`src/rtl/vec_magnitude_seq.sv`:
```
// Multi-cycle vector magnitude: out_root = isqrt(a^2 + b^2), shift-add squares then restoring sqrt.
// Optional ROUND_EN macro: round-to-nearest root; out_rem is always the floor remainder.
module vec_magnitude_seq #(
    parameter int WIDTH = 8
) (
    input  logic             clk,
    input  logic             rst,
    input  logic             in_valid,
    output logic             in_ready,
    input  logic [WIDTH-1:0] in_a,
    input  logic [WIDTH-1:0] in_b,
    output logic             out_valid,
    input  logic             out_ready,
    output logic [WIDTH:0]   out_root,
    output logic [WIDTH+1:0] out_rem,
    output logic             busy
);

    localparam int SW = 2 * WIDTH + 1;
    localparam int PW = 2 * WIDTH;
    localparam int RW = WIDTH + 1;
    localparam int MW = WIDTH + 2;
    localparam int TW = WIDTH + 4;
    localparam int CW = $clog2(WIDTH + 2);

    typedef enum logic [1:0] {
        IDLE,
        SQ,
        SQRT,
        DONE
    } state_t;

    state_t state;
    state_t state_nx;

    logic [CW-1:0]    cnt;
    logic [PW-1:0]    cand_a;
    logic [PW-1:0]    cand_b;
    logic [PW-1:0]    acc_a;
    logic [PW-1:0]    acc_b;
    logic [WIDTH-1:0] mul_a;
    logic [WIDTH-1:0] mul_b;
    logic [SW:0]      rad;
    logic [RW-1:0]    root_q;
    logic [MW-1:0]    rem_q;

    logic [PW-1:0] acc_a_nx;
    logic [PW-1:0] acc_b_nx;
    logic [SW-1:0] sum_nx;
    logic          sq_last;
    logic          rt_last;
    logic [TW-1:0] rem_sh;
    logic [TW-1:0] trial;
    logic          ge;
    logic [RW-1:0] root_nx;
    logic [MW-1:0] rem_nx;
    logic [RW-1:0] root_out;

    always_comb begin
        acc_a_nx = acc_a + (mul_a[0] ? cand_a : '0);
        acc_b_nx = acc_b + (mul_b[0] ? cand_b : '0);
        sum_nx   = {1'b0, acc_a_nx} + {1'b0, acc_b_nx};
        sq_last  = (cnt == CW'(WIDTH - 1));
        rt_last  = (cnt == CW'(WIDTH));
    end

    // One restoring step: bring down two radicand bits, try (root<<2)|1.
    always_comb begin
        rem_sh  = {rem_q, rad[SW:SW-1]};
        trial   = {1'b0, root_q, 2'b01};
        ge      = (rem_sh >= trial);
        rem_nx  = ge ? MW'(rem_sh - trial) : MW'(rem_sh);
        root_nx = {root_q[RW-2:0], ge};
`ifdef ROUND_EN
        root_out = root_nx + RW'(rem_nx > MW'(root_nx));
`else
        root_out = root_nx;
`endif
    end

    always_ff @(posedge clk or posedge rst) begin
        if (rst) begin
            state <= IDLE;
        end else begin
            state <= state_nx;
        end
    end

    always_comb begin
        state_nx = state;
        case (state)
            IDLE:    if (in_valid) state_nx = SQ;
            SQ:      if (sq_last) state_nx = SQRT;
            SQRT:    if (rt_last) state_nx = DONE;
            DONE:    if (out_ready) state_nx = IDLE;
            default: state_nx = IDLE;
        endcase
    end

    always_comb begin
        in_ready  = (state == IDLE);
        out_valid = (state == DONE);
        busy      = (state == SQ) || (state == SQRT);
    end

    always_ff @(posedge clk or posedge rst) begin
        if (rst) begin
            cnt      <= '0;
            cand_a   <= '0;
            cand_b   <= '0;
            acc_a    <= '0;
            acc_b    <= '0;
            mul_a    <= '0;
            mul_b    <= '0;
            rad      <= '0;
            root_q   <= '0;
            rem_q    <= '0;
            out_root <= '0;
            out_rem  <= '0;
        end else begin
            case (state)
                IDLE: begin
                    if (in_valid) begin
                        cand_a <= {{WIDTH{1'b0}}, in_a};
                        cand_b <= {{WIDTH{1'b0}}, in_b};
                        mul_a  <= in_a;
                        mul_b  <= in_b;
                        acc_a  <= '0;
                        acc_b  <= '0;
                        cnt    <= '0;
                    end
                end
                SQ: begin
                    acc_a  <= acc_a_nx;
                    acc_b  <= acc_b_nx;
                    cand_a <= cand_a << 1;
                    cand_b <= cand_b << 1;
                    mul_a  <= mul_a >> 1;
                    mul_b  <= mul_b >> 1;
                    cnt    <= cnt + CW'(1);
                    if (sq_last) begin
                        rad    <= {1'b0, sum_nx};
                        root_q <= '0;
                        rem_q  <= '0;
                        cnt    <= '0;
                    end
                end
                SQRT: begin
                    rad    <= rad << 2;
                    root_q <= root_nx;
                    rem_q  <= rem_nx;
                    cnt    <= cnt + CW'(1);
                    if (rt_last) begin
                        out_root <= root_out;
                        out_rem  <= rem_nx;
                    end
                end
                default: ;
            endcase
        end
    end

endmodule
```
`config.mk`:
```
export PLATFORM = sky130hd
export DESIGN_NAME = vec_magnitude_seq
export DESIGN_NICKNAME = d
export VERILOG_FILES = /design/src/rtl/vec_magnitude_seq.sv
export SDC_FILE = /design/constraint.sdc
export NUM_CORES = 1
export LEC_CHECK = 0
export ABC_CLOCK_PERIOD_IN_PS = 5500
export CAP_MARGIN = 20
export CORE_MARGIN = 4
export CORE_UTILIZATION = 40
export DETAILED_ROUTE_END_ITERATION = 10
export PLACE_DENSITY = 0.53
export SLEW_MARGIN = 20
export SYNTH_ARGS = -nofsm -noshare
export SYNTH_HDL_FRONTEND = slang
export SYNTH_SLANG_ARGS = --single-unit
export TNS_END_PERCENT = 1
```
`constraint.sdc`:
```
create_clock -name clk -period 5.5 [get_ports clk]
set_clock_uncertainty 0.1 [all_clocks]
set_input_delay 0.55 -clock clk [delete_from_list [all_inputs] [get_ports clk]]
set_output_delay 0.55 -clock clk [all_outputs]
set_load 0.03 [all_outputs]
```
* After elaboration in Yosys (flattened, before gate mapping)
Cells that the tools add are included.
Storage, ports and cells: register bits 142, latch bits 0, RAM bits 0, ROM bits 0, input port bits 20, output and inout port bits 22, word-level logic and storage cells 66, memories kept 0
Operators by class: add/subtract/negate cells 5, multiply operators 0, div/mod/pow operators 0, order comparisons 1, eq/ne operators 9, shift operators 0, mux-type cells 28, bitwise operators 0, reduce and logical (&&, ||, !) cells 10
Operator list (number):
- case mux 16 bit (2 select lines) | 4
- 2-to-1 mux 16 bit | 5
- case mux 18 bit (2 select lines) | 1
- adder 16 bit | 2
- case mux 8 bit (2 select lines) | 2
- 2-to-1 mux 10 bit | 2
- case mux 10 bit (2 select lines) | 1
- 2-to-1 mux 18 bit | 1
- case mux 9 bit (2 select lines) | 1
- adder 16 x 16 -> 17 bit | 1
- 2-to-1 mux 8 bit | 2
- >= comparator 12 x 11 -> 1 bit | 1
- case mux 4 bit (3 select lines) | 1
- subtractor 10 bit | 1
- 2-to-1 mux 9 bit | 1
- 2-to-1 mux 2 bit | 4
- 2-to-1 mux 4 bit | 2
- case mux 2 bit (4 select lines) | 1
- AND reduction 2 bit | 4
- inequality test 2 bit (second input constant) | 3
- adder 4 x 1 -> 4 bit (second input constant) | 1
- == test 2 bit (second input constant) | 2
- == test 4 x 3 -> 1 bit (second input constant) | 1
- == test 4 bit (second input constant) | 1
- other kinds (7) | 8

* Depth between registers and ports, before layout
Gate-level depths: netlist of the first run.
depth in word-level cells 5, depth in mapped cells 18, mapped depth without buffers 17

* Worst setup path after synthesis of the first run
Ideal clock, no wire load.
path kind register -> register, start point register mul_a[0], end point register rad[13], library setup time 0.126 ns, data arrival time 3.688 ns, data required time 5.274 ns, setup slack 1.586 ns, cell stages (with the launch flop) 17, path buffers 2, clock period less this slack 3.914 ns, cell sequence dfrtp_1 > clkbuf_1 > clkbuf_1 > and2_1 > ha_1 > fa_1 > a21o_1 > a21oi_1 > o21bai_1 > xor2_1 > ha_1 > a2111oi_0 > o21ai_1 > a21oi_1 > o31ai_2 > xnor2_1 > a221o_1
Between the ends: longest elaborated chain between the ends 5
RTL lines:
- from (decl) | line 41 | logic [WIDTH-1:0] mul_a;
- from (signal assigned) | line 126 | mul_a <= in_a;
- from (signal assigned) | line 138 | mul_a <= mul_a >> 1;
- 2-to-1 mux 16 bit | line 60 | acc_a_nx = acc_a + (mul_a[0] ? cand_a : '0);
- adder 16 bit | line 60
- adder 16 x 16 -> 17 bit | line 62 | sum_nx = {1'b0, acc_a_nx} + {1'b0, acc_b_nx};
- 2-to-1 mux 18 bit | line 141 | if (sq_last) begin
- case mux 18 bit (2 select lines) | line 121 | case (state)
- to (signal assigned) | line 142 | rad <= {1'b0, sum_nx};
- to (signal assigned) | line 149 | rad <= rad << 2;
- to (decl) | line 43 | logic [SW:0] rad;
No other way between the ends. The select of a mux whose other input is x is not followed. A chain may end at the register's enable or synchronous reset.

* Worst setup path after layout of the first run
start point register mul_b[0], end point register rad[13]
Between the ends: longest elaborated chain between the ends 5
RTL lines:
- from (decl) | line 42 | logic [WIDTH-1:0] mul_b;
- from (signal assigned) | line 127 | mul_b <= in_b;
- from (signal assigned) | line 139 | mul_b <= mul_b >> 1;
- 2-to-1 mux 16 bit | line 61 | acc_b_nx = acc_b + (mul_b[0] ? cand_b : '0);
- adder 16 bit | line 61
- adder 16 x 16 -> 17 bit | line 62
- 2-to-1 mux 18 bit | line 141
- case mux 18 bit (2 select lines) | line 121
No other way between the ends. The select of a mux whose other input is x is not followed.

==> results.txt, run 1 <==
- In the synthesized netlist the async set-or-reset flop fraction comes to 100.0%.
- The repair_antennas step left the layout with diodes totalling 0.
- The number of global-route vias before repair was 7111.
- Area overhead of the layout relative to synthesis: 14.84%
* Type of the worst setup path: reg2reg
* Global-route wire length before repair: 36.71 mm
- The endpoint identified for the worst register-to-register timing path is rad[13].
* Minimum clock period: 4.269 ns
- Antenna Nets Post-Route: 0
- Slew at the pin with the worst max-slew slack: 0.9263 ns
* Sequential area share after synthesis: 40.30%
- STA classifies the critical path startpoint as a flop.
- Half-perimeter wire length of the detailed placement result: 15.26 mm
- In this run, the number of DRC markers left after iteration 0 of detailed routing was 361.
- Post-CTS repair timing setup buffer count: 0
- Starting utilization of the core area: 40.53%
* Clock latency reported for the late side of the worst-skew pair: 0.43 ns
- In this run the worst hold path is classified as reg2reg.
* TritonCTS clock tree: yes
- Fraction of layout cells with a size suffix above 1: 7.005%
- DR vias: 7064
- The startpoint identified for the worst hold timing path is out_root[0].
* Relative slew slack: 38.01%
* Hold bufs inserted after CTS: 0
- Adding up every negative setup slack in the final design gives 0 ns.
- Sink Count: 142
- Part of the cycle the worst path needs: 77.62%
- Number of failing setup endpoints in the final timing report: 0
* Main combinational cell family by area after synthesis: compound AO/OA/AOI/OAI gates
* Final routed DRC violation total: 0
- The synthesized netlist occupies a cell area of 0.008817 mm2.
* Xor and xnor fraction of the mapped netlist area: 3.973%
- Total iterations of the first detailed-routing run: 5
- Multiplexer cells account for 1.433% of the synthesized area.
* Post-cts repair resize count: 0
- The hold violation total from the final report was 0.
- Clock Path Buffers: 2
* Flip-flop cell with the highest count after synthesis: dfrtp_1
* Number of buffers created by CTS: 17
* Setup slack at placement: 1.266 ns
- Pin count of the biggest net entering global routing: 109
* Site Rows: 54
* Highest fanout seen on the critical path: 18
* Number of instances in the synthesized netlist: 945
- The max-slew violation count is 0.
- Counting flops with a built-in enable in the synthesized netlist gives 0.
- The floorplan step set the die width to 156.5 um.
- Total nets after synthesis: 1032
* Most frequent standard cell in the layout excluding fill and tap cells: dfrtp_1
- Setup slack on the critical path of the routed design comes to 1.231 ns.
* Endpoint kind of the worst setup timing path: flop
* Synth Register Bits: 142
- Count of port buffers added during placement: 41
- The cell sitting at the root of the clock tree is a clkbuf_16.
- After Yosys synthesis, and, or, nand and nor cells account for 13.51% of the synthesized area.
- The signal on the critical path passes through and2_1 -> ha_1 -> inv_1 -> fa_1 -> nor2b_1 -> o31ai_2 -> nand2b_1 -> a21oi_1 -> xnor2_1 -> ha_1 -> a2111oi_0 -> o21ai_1 -> a21oi_1 -> o31ai_2 -> xnor2_1 -> a221o_1.
- Among all stages on the critical path, the largest delay is contributed by dfrtp_1.
- Timing would allow up to 0.2343 GHz.
- Global routing finished with a remaining overflow of 0.
- Cell count of the worst reg-to-reg path: 16
* RSZ-0062 raised after global routing: no
- Antenna violations before repair: 0
* Required time at the endpoint of the critical path: 5.71 ns
* # nets final: 1059
- Vert. Die Dim: 156.5 um
- Setup slack on the worst reg-to-reg path comes out at 1.23 ns.
- Routed length per placed instance: 17.22 um
* Floorplan die area: 0.02448 mm2
- The synthesized design spends more area on one cell type than any other, namely dfrtp_1.
* Hold-critical path depth: 2
* Leading cell types in the layout, fill and taps excluded: dfrtp_1 (142), nand2_1 (87), o21ai_0 (79)
- After detailed routing, the total wire length is 21.78 mm.
- During synthesis, Yosys emitted a total of 0 warnings.
- Final weighted congestion in routability-driven placement: 0.8174
- Routed vias/inst: 5.584
* Synth Area in Adders: 9.763%
- Clk slew on worst S/H paths: 0.06 ns
* Distinct cell type count after synthesis: 73
- Top area cells in the synthesized netlist: dfrtp_1 (40%), ha_1 (9.1%), o21ai_0 (4.5%), a22o_1 (4.5%), a21oi_1 (4.0%)
- Origin of the critical flop-to-flop path: mul_b[0]
* End point of the most critical hold path: out_root[0]
* Data arrival time of the critical path: 4.48 ns
- Compound-gate portion of the synthesized area: 27.50%
* Crit path largest cell delay: 0.60 ns
- The H-tree generated during clock tree synthesis spans 4 levels.
- Mean cell area of the mapped netlist: 9.330 um2
- CORE AREA: 0.02176 mm2
- Gr usage total: 18.43%
- The synthesized design devotes to its leading area cell type 40.30% of total area.
- For this design the top-level I/O count stands at 42.
* Max Cap Violations: 0
- Result of the run: finished clean
[registers in the layout, indices dropped and copies added, names as in the netlist]
| signal | cells |
|---|---|
| acc_b | 16 |
| cand_a | 16 |
| root_q | 9 |
| cnt | 4 |
| rad | 18 |
| acc_a | 16 |
| mul_a | 8 |
| out_rem | 10 |
| state | 2 |
| mul_b | 8 |
| cand_b | 16 |
| out_root | 9 |
| rem_q | 10 |
[worst max-delay path by stage]
stage	from	to	cells past startpoint
after floorplan	rst	acc_a[0]	1
after global placement	mul_b[0]	rad[13]	16
after detailed placement	mul_b[0]	rad[13]	16
after CTS	mul_b[0]	rad[13]	16
after global routing	mul_b[0]	rad[11]	16
final	mul_b[0]	rad[13]	16
[synth_stat cells (5+ instances only)]
library cell  count
o21a_1           10
xor2_1            9
and2_1           32
nand4_1           6
nor2b_1           8
nor3_1           14
xnor2_1          31
o21ai_1          10
nand3b_1         10
nand2b_1          5
nand3_1          14
o21ai_0          79
nand2_1          87
o31ai_1           8
o21bai_1          7
dfrtp_1         142
clkbuf_1         39
or3_1             5
a21o_1           18
mux2i_1          10
a31oi_1           9
a21oi_1          71
a22oi_1           8
inv_1            33
o211ai_1          8
ha_1             64
a211oi_1          9
nor2_1           38
a22o_1           45
o22ai_1          43
and3_1            8
[logic make-up after synthesis]
group / count (synthesis)
xor+xnor: 40
fa+ha+maj: 67
mux: 12
buf+inv: 79
compound gates: 364
flops: 142
simple gates: 241
[through the flow]
stage,std cells,instance area (um2),hold WS [ns],util (%)
4_1_cts,1265,10120,0.3790,46.53
3_5_place_dp,1233,9525,0.3621,43.78
3_3_place_gp,1233,9525,0.3592,43.78
5_1_grt,1265,10130,0.3953,46.54
6_report,1265,10130,0.3730,46.54
2_1_floorplan,945,8817,0.3407,-
[metal layers]
metal	GRT usage [%]	vias up	part of all wire, %
met5	0	-	0
met2	29.93	96	46
met4	3.884	0	0.84
met1	25.92	3389	51
met3	3.319	15	2.5
li1	-	3564	-
[critical path: cells and delay by family, from the launching register on]
| kind | cells | cell delay (ns) |
|---|---|---|
| AOI/OAI and AO/OA | 7 | 1.59 |
| adders and majority gates | 3 | 0.91 |
| DFF | 1 | 0.60 |
| and+or+nand+nor | 3 | 0.46 |
| xor gates and xnor gates | 2 | 0.43 |
| buffers and inverters | 1 | 0.05 |
[layout make-up]
type | count | area [um2]
timing repair buffer | 53 | 513.0
sequential | 142 | 3553
multi-input combinational | 724 | 4976
tap | 280 | 350.3
inverter | 34 | 135.1
clock buffer | 18 | 439.2
fill | 2095 | 11630
clock inverter | 14 | 158.9
Power of run 1 is not shown: default switching activity piles up to over one toggle a cycle in this logic, so the estimate is an artifact.
==> run 2, diff against run 1 <==
- ABC_CLOCK_PERIOD_IN_PS: 5500 -> 3700
- PLACE_DENSITY: 0.53 -> 0.55
- clock period: 5.5 -> 3.7 ns (I/O delays scaled with it)
==> run 2 against run 1 <==
Compared with the run above: cell count increased by 7.0%; critical path type unchanged; the flow now finishes with violations (negative setup slack); utilization is 5.3 points higher; sequential share of layout area shrank 3.6 points; final area up 11%; critical path depth stayed put.
==> results.txt, run 2 (synthesized netlist as in run 1, its figures left out) <==
* Part of the cycle the worst path needs: 101.0%
- Routed length per placed instance: 17.28 um
- Antenna Nets Post-Route: 0
- Violation count after the first detailed-route iteration: 418
- Total iterations of the first detailed-routing run: 5
- Flip-flop count of the largest register, all copies and words added: 18
- The region available for standard cell placement spans 0.02176 mm2.
- The tool flagged a number of max-cap violations equal to 0.
- Global routing used 19.36% of the available tracks across all layers.
- The checks that failed: negative setup slack.
- Once layout is done, the placed cells without fillers occupy 0.01129 mm2.
- Slew at the pin with the worst max-slew slack: 0.9833 ns
- Half-perimeter wire length of the detailed placement result: 16.11 mm
- Floorplan die area: 0.02448 mm2
- The routed design has 23.39 mm of wire.
- Number of antenna diodes: 0
- Clock latency reported for the late side of the worst-skew pair: 0.43 ns
* Placed Cells: 1299
* Leading cell types in the layout, fill and taps excluded: dfrtp_1 (141), buf_4 (93), nand2_1 (83)
- Highest fanout seen on the critical path: 3
* Most flops, register: rad
* Final core utilization: 51.88%
- Site Rows: 54
- Post-placement cell area: 0.01002 mm2
* Result of the run: finished, violations left
- At the worst endpoint, the required time is 3.90 ns.
- Count of port buffers added during placement: 41
- I/O pin cnt: 42
- Worst setup SP type: flop
- Once routing completed, OpenROAD measured the worst setup slack at -0.03604 ns.
- Final weighted congestion in routability-driven placement: 0.8109
- Number of buffers created by CTS: 17
- The number of global-route vias before repair was 7511.
- Minimum clock period: 3.736 ns
- Clock Path Buffers: 2
* RSZ-0062 raised after global routing: yes
- For this configuration, the core starts out at a cell density of 40.53%.
- Class of the tightest hold or removal check: reg2reg
- For this run, the number of standard cells in the final layout without fillers is 1354.
* Pin count of the biggest net entering global routing: 143
* Max-slew violation total from the final report: 0
* Root buffer cell: clkbuf_16
- Maximum clock frequency: 0.2677 GHz
- # nets final: 1148
* Relative slew slack: 34.00%
- Number of failing setup endpoints in the final timing report: 2
- The routed layout has 7492 vias.
* Endpoint kind of the worst setup timing path: flop
* Final routed DRC violation total: 0
- Cells with a size suffix above 1 make up 21.04% of the layout.
- Routed vias/inst: 5.533
* Most frequent standard cell in the layout excluding fill and tap cells: dfrtp_1
- Global-route wire length before repair: 38.50 mm
- The number of antenna violations at the first check in global routing is 0.
- Setup total negative slack on the finished layout was measured at -0.04116 ns.
- The die is 156.5 um tall.
- TritonCTS built the clock tree.
* Area overhead of the layout relative to synthesis: 28.01%
* Sink Count: 142
- Filler Cells Inserted: 1975
* Type of the worst setup path: reg2reg
- Horiz. Die Dim: 156.5 um
- Clock-pin slew was measured on the worst setup and hold paths at 0.07 ns.
* Maximum level of the CTS H-tree: 4
- The hold violation total from the final report is 0.
- Data arrival time of the critical path: 3.94 ns
- Remaining Overflow, GRT: 0
[run 2: cell types whose count changed in the layout (fill, tap and decap cells not counted), sizes merged]
cell,previous run,this run
clkinvlp,4,2
clkbuf,18,17
buf,12,101
inv,37,40
[run 2: area by class of cell]
| cell class | instances | area [um2] | area share (%) |
|---|---|---|---|
| sequential | 142 | 3555 | 31.49 |
| clock inverter | 15 | 175.2 | 1.552 |
| timing repair buffer | 142 | 1207 | 10.70 |
| multi-input combinational | 724 | 5443 | 48.22 |
| clock buffer | 17 | 425.4 | 3.769 |
| inverter | 34 | 131.4 | 1.164 |
| tap | 280 | 350.3 | 3.104 |
[run 2: per-layer routing]
layer | vias up | track usage (%) | routed length (um)
li1 | 3736 | - | -
met1 | 3624 | 26.39 | 11260
met2 | 110 | 32.17 | 11280
met3 | 22 | 3.125 | 565
met4 | 0 | 5.124 | 280
met5 | - | 0 | 0
[run 2: through the flow]
stage	setup WS, ns	hold WS (ns)
floorplan	-0.2136	0.3407
global placement	-0.09528	0.3595
detailed placement	-0.1287	0.3672
CTS	-0.01381	0.3832
global route	-0.1887	0.3919
finish	-0.03604	0.3763
[run 2: final timing paths]
kind | from | end | slack [ns] | cells past startpoint
max | mul_a[0] | rad[14] | -0.04 | 16
min | out_root[2] | out_root[2] | 0.38 | 2
max reg2reg | mul_a[0] | rad[14] | -0.04 | 16
min reg2reg | out_root[2] | out_root[2] | 0.38 | 2
max in group asynchronous | rst | rad[8] | 2.51 | 3
min in group asynchronous | rst | mul_a[6] | 0.42 | 3
[run 2: timing repair]
action / CTS / global route
endpoints found under the hold margin: 0 / 0
pin swaps: 20 / 54
resized for setup: 25 / 74
setup endpoints to repair: 5 / 8
hold buffers: 0 / 0
setup buffers: 13 / 11
[run 2: worst max-delay path, stage by stage, from the launching register on]
cell,delay (ns)
dfrtp_1,0.39
and2_1,0.17
ha_2,0.18
fa_2,0.39
a21o_4,0.25
a21oi_4,0.16
o21bai_4,0.11
a31oi_4,0.21
xnor2_2,0.12
ha_4,0.29
buf_4,0.12
o21ai_2,0.06
o21ai_0,0.19
o211ai_1,0.21
o31ai_1,0.33
mux2i_1,0.24
o211ai_1,0.10
Power of run 2 is left out for the same reason.
==> run 3, diff against run 2 <==
- ABC_AREA: not set -> 1
- CAP_MARGIN: 20 -> not set
==> run 3 against run 2 <==
Compared with the run above: the flow now finishes without violations; via count rose by 6.4%; routed wire length shrank 3.3%; non-clock buffer count is 88 lower; die area rose by 5.2%; utilization fell by 5.3 points; critical path depth grew 4; area after synthesis is 5.4% higher; flip-flop and latch count unchanged; maximum frequency increased by 10%; synthesized cell count is 33% higher; cell count rose by 20%; worst setup slack better by 0.34 ns; highest routed layer unchanged.
==> results.txt, run 3 <==
* Filler Cells Inserted: 2273
- The signal on the critical path passes through buf_4 -> nand2_1 -> inv_1 -> ha_1 -> nand2_1 -> inv_1 -> a21oi_1 -> nand2_1 -> a21oi_1 -> nand2_1 -> and2_1 -> ha_1 -> nand2_1 -> nor2_1 -> nor2_1 -> nand3_1 -> nand2_1 -> nand3_1 -> nand2_1 -> nand2_1.
- Final hold violation count: 0
- Counting every net in the synthesized netlist gives 1345.
- Setup repair after global routing left no endpoint under its margin.
- The HPWL after detailed placement is 16.87 mm.
- Antenna Nets Post-Route: 0
* Final core utilization: 46.63%
- Summing all placed instances gives a cell area of 0.01001 mm2.
* Clk slew on worst S/H paths: 0.07 ns
- Subtracting the final worst setup slack from the clock period gives 3.396 ns.
* Remaining Overflow, GRT: 0
- For this design, the slowest cell found on the critical path is dfrtp_1.
* Final routed DRC violation total: 0
- The initial utilization of the core area, before any placement, comes to 40.81%.
- Relative slew slack: 42.27%
- Crit path buffers/inverters: 3
* Part of the cycle the worst path needs: 91.79%
* Power Dens Cells: 835.4 mW/mm2
* Data arrival time of the critical path: 3.63 ns
- Power dissipated by switching net loads: 4.160 mW
- At the end of routability-driven placement, the weighted congestion stood at 0.9168.
- The most used flip-flop cell after synthesis is dfrtp_1.
- Number of standard cells in the final layout excluding fillers: 1620
* Number of buffers created by CTS: 17
- Across all layers, the routed design uses 7968 vias.
- In the final design database the tool counted 1381 nets.
* Most used standard cells in the synthesized netlist: nand2_1 (392), inv_1 (203), dfrtp_1 (142)
* Total iterations of the first detailed-routing run: 7
- In this run the count of I/O pins placed on the die edge is 42.
- Pleak: 5.806 nW
- Clock power share: 19.4%
- Maximum level of the CTS H-tree: 4
* Area taken by flip-flops and latches: 0.003555 mm2
- In the post-synthesis netlist, the cell with the most instances is nand2_1.
- Hold slack final: 0.2589 ns
- In the final timing run, aggregate negative setup slack is 0 ns.
* Vert. Die Dim: 160.5 um
- The register with the most flip-flops in the layout has 18 of them.
* Type of the worst setup path: reg2reg
- Input and output buffers added on the ports amount to 41.
* Leading cell types in the layout, fill and taps excluded: nand2_1 (391), inv_1 (202), dfrtp_1 (141)
- Distinct cell type count after synthesis: 41
* Count of warnings emitted by yosys: 0
- Setup violations remaining at the end of the flow were counted as 0.
* CORE AREA: 0.02278 mm2
- Horiz. Die Dim: 160.5 um
- Sink Count: 142
* Final instance area: 0.01062 mm2
* Slew at the pin with the worst max-slew slack: 0.8647 ns
- For this run, asynchronously set or reset flops after synthesis account for 100.0%.
- Area overhead of the layout relative to synthesis: 14.25%
- The die covers 0.02574 mm2.
- Placed Cells: 1588
- The clock passes through at most 2 buffers.
- Most frequent standard cell in the layout excluding fill and tap cells: nand2_1
- TritonCTS built the clock tree.
- Number of antenna diodes: 0
- The biggest area contributor in the post-synthesis netlist is dfrtp_1.
- Dividing the detail-routed wire length by the instance count gives 13.96 um.
* Number of instances in the synthesized netlist: 1258
- Fraction of layout cells with a size suffix above 1: 6.733%
- The worst setup path is captured at a flop.
- The synthesized netlist occupies a cell area of 0.009296 mm2.
- Combinational logic is responsible for 53.7% of the overall power.
* Result of the run: finished clean
- Gr usage total: 18.01%
* Antenna violations before repair: 0
- At the later pin of the worst-skew pair, clock insertion delay measures 0.44 ns.
- Of all nets on the critical path, the largest fanout is 15.
- Area fraction of the dominant cell type after synthesis: 38.22%
* Routed vias/inst: 4.919
- Counting flops per register, the top entry is rad.
- The floorplan has 55 rows.
- Sequential area share after synthesis: 38.22%
* Mean cell area of the mapped netlist: 7.390 um2
* Maximum clock frequency: 0.2944 GHz
* Crit path largest cell delay: 0.39 ns
- For this block, the initial DRC count from the detailed router was 401.
* Synth Register Bits: 142
- Summing all multi-input logic gate instances after layout gives 0.004755 mm2.
* Flop pwr share: 26.9%
* Required time at the endpoint of the critical path: 3.93 ns
- The max-slew violation count came to 0.
- STA classifies the critical path startpoint as a flop.
- Largest vdd supply drop: 0.4537 mV
- By instance count, the cell type seen most on the critical path is nand2_1.
- Max Cap Violations: 0
- Internal power summed over all cells: 4.714 mW
- The first global-routing pass estimated 38.36 mm of wire.
- Gate family responsible for the most delay along the worst path: simple AND/OR/NAND/NOR gates
* Top area cells in the synthesized netlist: dfrtp_1 (38%), nand2_1 (16%), ha_1 (8.6%), inv_1 (8.2%), nand3_1 (4.5%)
- Vias in the first global route: 7729
* Pin count of the biggest net entering global routing: 96
- Root buffer cell: clkbuf_16
- The synthesized design contains 0 enable-type register cells.
- Drt total wl: 22.62 mm
* Class of the tightest hold or removal check: in2async
- Net switching is 46.88% of the power.
==> run 3: cell count changes after synthesis, moves of 18 or more <==
| cell | change |
|---|---|
| o221ai_1 | +25 |
| a21o_1 | -18 |
| xnor2_1 | -26 |
| nand3_1 | +70 |
| o21ai_0 | -41 |
| inv_1 | +170 |
| clkbuf_1 | -25 |
| a22o_1 | -37 |
| nand2_1 | +305 |
==> run 3: layout make-up <==
cell class              instances  share of cell area, %
inverters                     212                  7.527
well taps                     313                  3.687
clock buffers                  18                  4.135
flip-flops and latches        142                  33.47
multi-input cells             867                  44.76
repair buffers                 54                  5.018
clock inverters                14                  1.402
==> run 3: timing repair <==
action | CTS | global route
hold buffers | 0 | 0
setup buffers | 0 | 0
gates resized for setup | 0 | 6
setup endpoints to repair | 0 | 4
==> run 3: through the flow <==
stage          power, mW  setup slack (ns)
3_5_place_dp       7.180            0.3022
2_1_floorplan      6.100            0.2812
3_3_place_gp       7.151            0.2975
4_1_cts            8.956            0.2657
6_report           8.873            0.3037
5_1_grt            9.732          0.005568
==> run 3: per-layer routing <==
layer	vias up	wire length (um)	part of all wire, %	global-route usage [%]
met3	20	679	3.0	3.156
met2	111	10630	47	29.82
met1	3719	11070	49	24.49
met4	0	237	1.0	4.693
met5	-	0	0	0
li1	4118	-	-	-
==> run 3: power by group through the flow <==
stage	clock network (mW)	logic [mW]	registers, mW
5_1_grt	1.83	5.45	2.45
4_1_cts	1.77	4.80	2.39
6_report	1.73	4.76	2.38
3_3_place_gp	0	4.74	2.41
3_5_place_dp	0	4.77	2.41
2_1_floorplan	0	3.79	2.31
==> run 3: final timing paths <==
| kind | from | to | slack [ns] | depth (start not counted) |
|---|---|---|---|---|
| min in group clk | out_rem[3] | out_rem[3] | 0.38 | 2 |
| worst max register to register | mul_a[0] | rad[12] | 0.30 | 20 |
| worst min-delay path | rst | rad[16] | 0.26 | 2 |
| max in group asynchronous | rst | acc_a[8] | 2.36 | 3 |
| worst max-delay path | mul_a[0] | rad[12] | 0.30 | 20 |
| worst min register to register | out_rem[3] | out_rem[3] | 0.38 | 2 |
==> run 3: cell families (layout without fill, tap and decap cells) <==
kind of cell | after synthesis | in the layout | share of synthesized area, %
adders and majority gates | 67 | 67 | 9.260
xor gates and xnor gates | 22 | 22 | 2.073
AOI/OAI and AO/OA | 172 | 172 | 11.47
buffers and inverters | 249 | 298 | 10.82
DFF | 142 | 142 | 38.22
and+or+nand+nor | 606 | 606 | 28.16
No activity file was read; power rests on OpenSTA's default activity.
